### config.mk
export PLATFORM = sky130hd
export DESIGN_NAME = multi_digit_counter
export DESIGN_NICKNAME = d
export VERILOG_FILES = /design/src/rtl/multi_digit_counter.sv
export SDC_FILE = /design/constraint.sdc
export NUM_CORES = 1
export LEC_CHECK = 0
export BUFFER_PORTS_ARGS = -buffer_cell sky130_fd_sc_hd__buf_2
export CAP_MARGIN = 20
export CORE_MARGIN = 2
export CORE_UTILIZATION = 35
export DETAILED_ROUTE_END_ITERATION = 8
export HOLD_SLACK_MARGIN = 0.15
export PLACE_DENSITY = 0.68
export SYNTH_ARGS = -nofsm -noshare
export SYNTH_HDL_FRONTEND = slang
export SYNTH_SLANG_ARGS = --single-unit
### constraint.sdc
create_clock -name CLK -period 2.1 [get_ports CLK]
set_input_delay 0.42 -clock CLK [delete_from_list [all_inputs] [get_ports CLK]]
set_output_delay 0.42 -clock CLK [all_outputs]
set_load 0.01 [all_outputs]
### src/rtl/multi_digit_counter.sv
// multi_digit_counter: cascaded up/down digit counter with load, wrap/saturate and carry pulses
module multi_digit_counter #(
  parameter int NUM_DIGITS  = 4,
  parameter int DIGIT_WIDTH = 4,
  parameter int DIGIT_MAX   = 9,
  parameter int SATURATE    = 0
) (
  input  logic                              CLK,
  input  logic                              RESET,
  input  logic                              ENABLE_IN,
  input  logic                              DIR_DOWN,
  input  logic                              LOAD,
  input  logic [NUM_DIGITS*DIGIT_WIDTH-1:0] LOAD_VALUE,
  output logic [NUM_DIGITS*DIGIT_WIDTH-1:0] COUNT,
  output logic [NUM_DIGITS-1:0]             DIGIT_TRIGG,
  output logic                              TRIGG_OUT,
  output logic                              AT_LIMIT
);
  localparam logic [DIGIT_WIDTH-1:0] DMAX = DIGIT_WIDTH'(DIGIT_MAX);
  logic [NUM_DIGITS:0] c;
  logic [NUM_DIGITS-1:0] at_max, at_zero;
  logic [NUM_DIGITS*DIGIT_WIDTH-1:0] next_count, clamped;
  logic sat_hold;
  assign c[0] = 1'b1;
  for (genvar k = 0; k < NUM_DIGITS; k++) begin : g_digit
    logic [DIGIT_WIDTH-1:0] d, lv;
    assign d = COUNT[k*DIGIT_WIDTH +: DIGIT_WIDTH];
    assign lv = LOAD_VALUE[k*DIGIT_WIDTH +: DIGIT_WIDTH];
    assign at_max[k] = d == DMAX;
    assign at_zero[k] = d == '0;
    assign c[k+1] = c[k] & (DIR_DOWN ? at_zero[k] : at_max[k]);
    assign next_count[k*DIGIT_WIDTH +: DIGIT_WIDTH] = !c[k] ? d :
      DIR_DOWN ? (at_zero[k] ? DMAX : d - 1'b1) : (at_max[k] ? '0 : d + 1'b1);
    assign clamped[k*DIGIT_WIDTH +: DIGIT_WIDTH] = lv > DMAX ? DMAX : lv;
  end
  assign AT_LIMIT = DIR_DOWN ? &at_zero : &at_max;
  // a carry out of the top digit is exactly the full-scale wrap that saturation blocks
  assign sat_hold = (SATURATE != 0) && c[NUM_DIGITS];
  always_ff @(posedge CLK) begin
    if (RESET) begin
      COUNT       <= '0;
      DIGIT_TRIGG <= '0;
      TRIGG_OUT   <= 1'b0;
    end else if (LOAD) begin
      COUNT       <= clamped;
      DIGIT_TRIGG <= '0;
      TRIGG_OUT   <= 1'b0;
    end else if (ENABLE_IN) begin
      COUNT       <= sat_hold ? COUNT : next_count;
      DIGIT_TRIGG <= sat_hold ? '0 : c[NUM_DIGITS:1];
      TRIGG_OUT   <= c[NUM_DIGITS];
    end else begin
      DIGIT_TRIGG <= '0;
      TRIGG_OUT   <= 1'b0;
    end
  end
endmodule

* Word level (Yosys, flattened, before mapping)
Cells that the tools add are included.
** Word-level totals
- Flip-flop bits (word level) :: 21
- Input bits :: 21
- Logic and storage cells :: 66
** Cells by class
- $add $sub $neg :: 8
- Order comparisons :: 4
- Eq/ne operators :: 4
- Muxes and demuxes :: 26
- Bitwise logic cells :: 4
- Reduce and logical (&&, ||, !) cells :: 14
** Operators with widths (number)
- $mux W4 :: 19
- $mux W16 :: 2
- $add A4 B1 Y4 const B :: 4
- $eq A4 B4 Y1 const B :: 4
- $gt A4 B4 Y1 const B :: 4
- $logic_not A4 Y1 :: 4
- $sub A4 B1 Y4 const B :: 4
- $reduce_and A4 Y1 :: 2
- $reduce_bool A2 Y1 :: 4
- $reduce_and A2 Y1 :: 3
- $mux W1 :: 5
- $and A1 B1 Y1 :: 3
- $reduce_or A3 Y1 :: 1
- $not A1 Y1 :: 1

* Longest topological paths before layout
Gate-level depths: netlist of the first run.
- Depth in word-level cells :: 7
- Depth in mapped cells :: 7

* Worst setup path before layout of the first run
OpenSTA, ideal clock, no wires.
- Path type :: input -> output
- From :: input port DIR_DOWN
- To :: output port AT_LIMIT
- Arrival :: 1387 ps
- Required time :: 1680 ps
- Path slack :: 293 ps
- Cell stages on the path :: 7
- Buffers on the path :: 2
- Path through :: buf_2 -> buf_2 -> nor2b_1 -> nand3_1 -> nor2_1 -> a21oi_1 -> nor2_1
** On the way
- Cells in the longest elaborated chain, start to end :: 1
** Ends and longest elaborated chain
- from (decl) :: RTL line 11 : input logic DIR_DOWN,
- $mux W1 :: RTL line 36 : assign AT_LIMIT = DIR_DOWN ? &at_zero : &at_max;
- to (decl) :: RTL line 17 : output logic AT_LIMIT
Every way passes these cells.

* Worst setup path in the final report of the first run
- From :: register COUNT[4]
- To :: output port AT_LIMIT
** On the way
- Cells in the longest elaborated chain, start to end :: 3
- Elaborated cells between the ends (all ways) :: 5
** Ends and longest elaborated chain
- from (decl) :: RTL line 14 : output logic [NUM_DIGITS*DIGIT_WIDTH-1:0] COUNT,
- from (signal assigned) :: RTL line 45 : COUNT <= clamped;
- from (signal assigned) :: RTL line 49 : COUNT <= sat_hold ? COUNT : next_count;
- $eq A4 B4 Y1 or $logic_not A4 Y1 (tied branches) :: RTL line 29, 30
- $reduce_and A4 Y1 :: RTL line 36
- $mux W1 (*) :: RTL line 36
Every way passes the cells marked *; elsewhere a longest branch is shown, timed or not.

==> flow_summary.yaml, run 1 <==
synth:
  synthArstFlopShare_pct: 0
  yosysUniqueCellTypes: 64
  ys.flop_type: "dfxtp_1"
  syn_nets: 249
  yosys-top-cells-count: "dfxtp_1 (20), o21ai_0 (19), nor2_1 (15)"
  synth_mux_area_share_pct: 0.664
  synth_seq_cells: 20
  synth_most_common_cell: "dfxtp_1"
  synth-edff-count: 0
  synth.top_cell.area_share_pct: 23.6
  yosys.area_share.simple_pct: 30.6
  synth_fa_ha_area_share_pct: 0
  yosysSeqAreaShare_pct: 23.6
  syn_area_um2: 1700
  synth_top_family_by_area: "compound AO/OA/AOI/OAI gates"
  synth.area.top_cells: "dfxtp_1 (24%), o21ai_0 (5.6%), nor2b_1 (4.1%)"
  yosysTopAreaCell: "dfxtp_1"
  syn-mean-instance-area_um2: 7.44
  synth_xor_xnor_area_share_pct: 3.62
  synthCells: 228
  synth_compound_area_share_pct: 32.3
  ys_warn_count: 0
worst_setup_path:
  rr_worst_depth: 5
  r2r_start: "COUNT[0]"
  r2r_slack_ns: 0.32
  path_max_fanout: 11
  worstReg2RegEnd: "COUNT[9]"
  path_cells: "nand2b_1, nor3_1, a21oi_1, nor2_1, buf_2"
  end_kind: "output pin"
  cp.required_ns: 1.68
  cp.arrival_ns: 1.54
  startpoint: "COUNT[4]"
  slowest_delay_ns: 0.55
  critPathKind: "flip-flop to output pin"
  crit_slowest_cell: "dfxtp_1"
  start_kind: "flip-flop"
  path_buf_inv: 1
  critical-path-top-delay-family: "flip-flops"
final_layout:
  stdcell_count: 316
  diodes: 0
  nNetsFinal: 284
  area_delta_synth_final_pct: 18.6
  fin_util_pct: 42.9
  drive_above_1_share_pct: 27.5
sta:
  slew_viol_final: 0
  fin_crit_ns: 1.96
  slew_headroom_pct: 59.1
  setup_ws_ns: 0.144
  hold_violations: 0
  setup_tns_ns: 0
  fin_crit_sh_pct: 93.1
  fmax_mhz: 511
  setup_viol: 0
  clock_skew_ns: 0.00271
  max_slew.worst_pin.slew_ns: 0.614
  fin_hold_ws_ns: 0.407
  rsz0062_at_grt: "false"
clock_network:
  cts_root_buf: "clkbuf_8"
  clk_latency_ns: 0.26
  hold_buffers: 0
  htreeDepth: 1
  clock_sinks: 20
  cts_buffers: 3
  cts.clk_slew.worst_paths_ns: 0.08
  clock_path_buffers: 2
  cts_resized: 0
  cts_setup_buffers: 0
  cts_tree: "yes"
floorplanning:
  ios: 43
  core_um2: 4690
  die-area_um2: 5420
  die_w_um: 73.6
  die_h_um: 73.6
  start_util_pct: 36.1
  std_cell_rows: 25
placed_design:
  dp_cells: 312
  place_ws_ns: 0.119
  hpwl_um: 3170
  port_buffers: 42
  place.gp.congestion: 0.846
detailed_routing:
  drc: 0
  first_iter_violations: 181
  post_drt_wl_per_cell_um: 13.8
  drtPass1Iterations: 4
  avgViaCountPerCell: 5.62
  ant_nets: 0
  wirelength_um: 4350
  num_vias: 1775
hold_path:
  hold_class: "primary input to flip-flop"
  min_from: "LOAD_VALUE[1]"
  hold_depth: 3
  min_to: "COUNT[1]"
power_and_ir_drop:
  switchingPower_uw: 352
  p_int_uw: 715
  ir_drop_mv: 0.220
  p_clk_share_pct: 28.2
  power-per-cell-area_nw_per_um2: 531
  pwr-share-seq_pct: 41.4
  p_leak_nw: 0.852
  pwr-share-comb_pct: 30.3
  switching_share_pct: 32.9
grt:
  grt_usage_pct: 17.0
  grt_first_pass_wirelength_um: 7360
  grt_max_degree: 34
  grt_overflow: 0
  antenna_found_initial: 0
  grt_pass1_vias: 1574
outcome:
  outcome: "finished, final reports clean"
job:
  maxCapViolations: 0
## logic make-up after synthesis
group,Yosys count
compound gates,78
xor+xnor,7
mux,1
simple gates,86
buf+inv,36
flops,20
## worst max path at each step
stage,to,slack (ns),cells past startpoint
floorplan,AT_LIMIT,0.29,7
global placement,COUNT[15],0.17,7
detailed placement,COUNT[15],0.12,7
CTS,AT_LIMIT,0.15,5
global route,AT_LIMIT,0.02,5
finish,AT_LIMIT,0.14,5
## registers in the layout (all words and copies together), names as in the netlist
signal,count
COUNT,16
DIGIT_TRIGG,4
## area by class of cell
class | instances | area [µm²]
inverters | 11 | 41.3
flip-flops and latches | 20 | 400
clock buffers | 4 | 55.1
multi-input cells | 172 | 1140
fillers | 492 | 2680
well taps | 54 | 67.6
repair buffers | 55 | 308
## placed cells by master, fill, tap and decap left out, types with 4 or more instances in the layout
cell      Yosys  routed
buf_2         4      42
dfxtp_1      20      20
o21ai_0      19      19
nor2_1       15      15
nand2_1      13      13
buf_4         2      13
a21oi_1      12      12
nor2b_1      11      11
inv_1        11      11
nand3_1       8       8
nand2b_1      7       7
o22ai_1       6       6
xnor2_1       5       5
nor3_1        4       4
nand3b_1      4       4
a311oi_1      4       4
a211oi_1      4       4
clkbuf_8      0       4
## metal layers
| layer | share of wire, % | track usage (%) |
|---|---|---|
| met5 | 0 | 0 |
| met4 | 0.92 | 4.65 |
| met3 | 5.3 | 2.47 |
| met2 | 47 | 27.4 |
| met1 | 47 | 23.6 |
## power groups by stage
stage	sequential [mW]	combinational, mW	clock (mW)
after floorplan	0.435	0.237	0
after global placement	0.450	0.320	0
after detailed placement	0.451	0.322	0
after CTS	0.441	0.324	0.311
after global routing	0.448	0.363	0.326
final	0.442	0.324	0.301
## metrics by stage
step,cell area (µm²),total power [mW]
finish,2010,1.07
global route,2010,1.14
CTS,2010,1.08
detailed placement,1960,0.772
global placement,1960,0.770
floorplan,1700,0.671
## worst register-to-register path: stages (launching register included)
cell and delay [ns]:
dfxtp_1 0.35, or3b_1 0.43, a21o_4 0.29, nor2_8 0.16, a211oi_2 0.08, a2111oi_1 0.37
No activity file was read; power rests on OpenSTA's default activity.
==> run 2, diff against run 1 <==
--- a/config.mk
+++ b/config.mk
@@ -12,6 +12,7 @@
 export DETAILED_ROUTE_END_ITERATION = 8
 export HOLD_SLACK_MARGIN = 0.15
 export PLACE_DENSITY = 0.68
+export REMOVE_ABC_BUFFERS = 1
 export SYNTH_ARGS = -nofsm -noshare
 export SYNTH_HDL_FRONTEND = slang
 export SYNTH_SLANG_ARGS = --single-unit
==> run 2 against run 1 <==
Net effect:
- core utilization increased by 0.21 points
- worst hold slack got worse by 0.0054 ns
- global-route usage decreased by 0.24 points
- sequential power increased by 1%
- power increased by 8.9%
- critical path type unchanged
- count of clock-buffer cells in the layout decreased by 1
- via count decreased by 0.34%
- non-clock buffer count decreased by 1
- clock skew increased by 0.0078 ns
- worst setup slack improved by 0.027 ns
- final cell count decreased by 0.32%
- die area unchanged
==> flow_summary.yaml, run 2 (synthesis results as in run 1) <==
detailed_routing:
  post_drt_wl_per_cell_um: 14.0
  wirelength_um: 4400
  ant_nets: 0
  drc: 0
  num_vias: 1769
  avgViaCountPerCell: 5.62
  first_iter_violations: 120
  drtPass1Iterations: 4
clock_network:
  clock_path_buffers: 2
  cts_buffers: 3
  clk_latency_ns: 0.27
  cts.clk_slew.worst_paths_ns: 0.08
  hold_buffers: 0
  cts_root_buf: "clkbuf_8"
  htreeDepth: 1
  clock_sinks: 20
  cts_tree: "yes"
power_and_ir_drop:
  power-per-cell-area_nw_per_um2: 575
  power_mw: 1.16
  p_leak_nw: 0.854
  ir_drop_mv: 0.398
floorplanning:
  start_util_pct: 36.1
  die-area_um2: 5420
  std_cell_rows: 25
  core_um2: 4690
  ios: 43
  die_h_um: 73.6
  die_w_um: 73.6
worst_setup_path:
  start_kind: "flip-flop"
  slowest_delay_ns: 0.53
  path_cells: "nand2b_1, nor3_1, a21oi_1, nor2_1, buf_2"
  cp.required_ns: 1.68
  critPathKind: "flip-flop to output pin"
  crit_slowest_cell: "dfxtp_1"
  end_kind: "output pin"
  path_max_fanout: 11
  cp.arrival_ns: 1.51
final_layout:
  diodes: 0
  design_area_um2: 2020
  largest_register_ffs: 16
  final_common_cell: "buf_2"
  layout_common_cells: "buf_2 (42), dfxtp_1 (19), o21ai_0 (19), nor2_1 (15), nand2_1 (13)"
  fill_cells: 489
  regArea_um2: 402
  nNetsFinal: 283
  area_delta_synth_final_pct: 19.2
  reg_top3: "COUNT (16), DIGIT_TRIGG (4)"
  multi_input_area_um2: 1140
  drive_above_1_share_pct: 27.6
  regMostFlops: "COUNT"
sta:
  slew_viol_final: 0
  setup_tns_ns: 0
  clock_skew_ns: 0.0105
  fin_crit_ns: 1.93
  rsz0062_at_grt: "false"
  slew_headroom_pct: 59.3
  setup_viol: 0
  fmax_mhz: 519
  hold_violations: 0
  fin_crit_sh_pct: 91.8
  max_slew.worst_pin.slew_ns: 0.611
outcome:
  outcome: "finished, final reports clean"
placed_design:
  port_buffers: 42
  place.gp.congestion: 0.823
  post_dp_cell_area_um2: 1950
  hpwl_um: 3190
hold_path:
  hold_class: "primary input to flip-flop"
grt:
  grt_overflow: 0
  grt_first_pass_wirelength_um: 7270
  grt_usage_pct: 16.8
  grt_pass1_vias: 1555
  grt_max_degree: 34
  antenna_found_initial: 0
job:
  maxCapViolations: 0
-- run 2: changes by cell type in the layout (fill, tap and decap cells not counted) --
cell / previous run / this run
buf_4: 13 / 12
bufinv_16: 0 / 1
clkbuf_8: 4 / 3
dfxtp_1: 20 / 19
dfxtp_2: 0 / 1
-- run 2: metrics by stage --
stage | utilization (%) | setup slack (ns) | cells | hold WS [ns]
finish | 43.1 | 0.172 | 315 | 0.402
global route | 43.1 | 0.00911 | 315 | 0.418
CTS | 43.0 | 0.125 | 315 | 0.395
detailed placement | 41.5 | 0.0920 | 311 | 0.608
global placement | 41.5 | 0.157 | 311 | 0.606
floorplan | - | 0.327 | 203 | 0.489
-- run 2: repair_timing --
action                                  4_1_cts  5_1_grt
endpoints found under the setup margin        0        1
resized for setup                             0        1
setup buffers                                 0        0
-- run 2: area by class of cell --
class / instances / area share [%]
Inverter: 11 / 2.04
Clock buffer: 3 / 2.04
Multi-Input combinational cell: 172 / 56.3
Sequential cell: 20 / 19.9
Timing Repair Buffer: 54 / 14.9
Clock inverter: 1 / 1.49
Tap cell: 54 / 3.34
-- run 2: metal layers --
layer / global-route usage [%] / vias to the layer above / share of wire, %
met5: 0 / - / 0
met4: 6.26 / 0 / 2.0
met3: 2.74 / 9 / 5.2
met2: 25.3 / 57 / 45
met1: 23.9 / 809 / 48
li1: - / 894 / -
-- run 2: final timing paths --
path	startpoint	endpoint	slack, ns	cells past startpoint
setup reg to reg	COUNT[2]	COUNT[9]	0.27	5
hold / removal	LOAD_VALUE[5]	COUNT[5]	0.40	3
setup / recovery	COUNT[4]	AT_LIMIT	0.17	5
hold reg to reg	COUNT[9]	COUNT[10]	0.62	2
-- run 2: critical path, delay by kind of cell (launching register included) --
kind                   cells  cell delay (ns)
and+or+nand+nor            3             0.46
DFF                        1             0.53
buffers and inverters      1             0.15
AOI/OAI and AO/OA          1             0.08
-- run 2: power by group --
group	internal [mW]	total (mW)	switching, mW
Sequential	0.402	0.448	0.0457
Clock	0.255	0.395	0.140
Combinational	0.145	0.319	0.173
Total	0.803	1.16	0.359
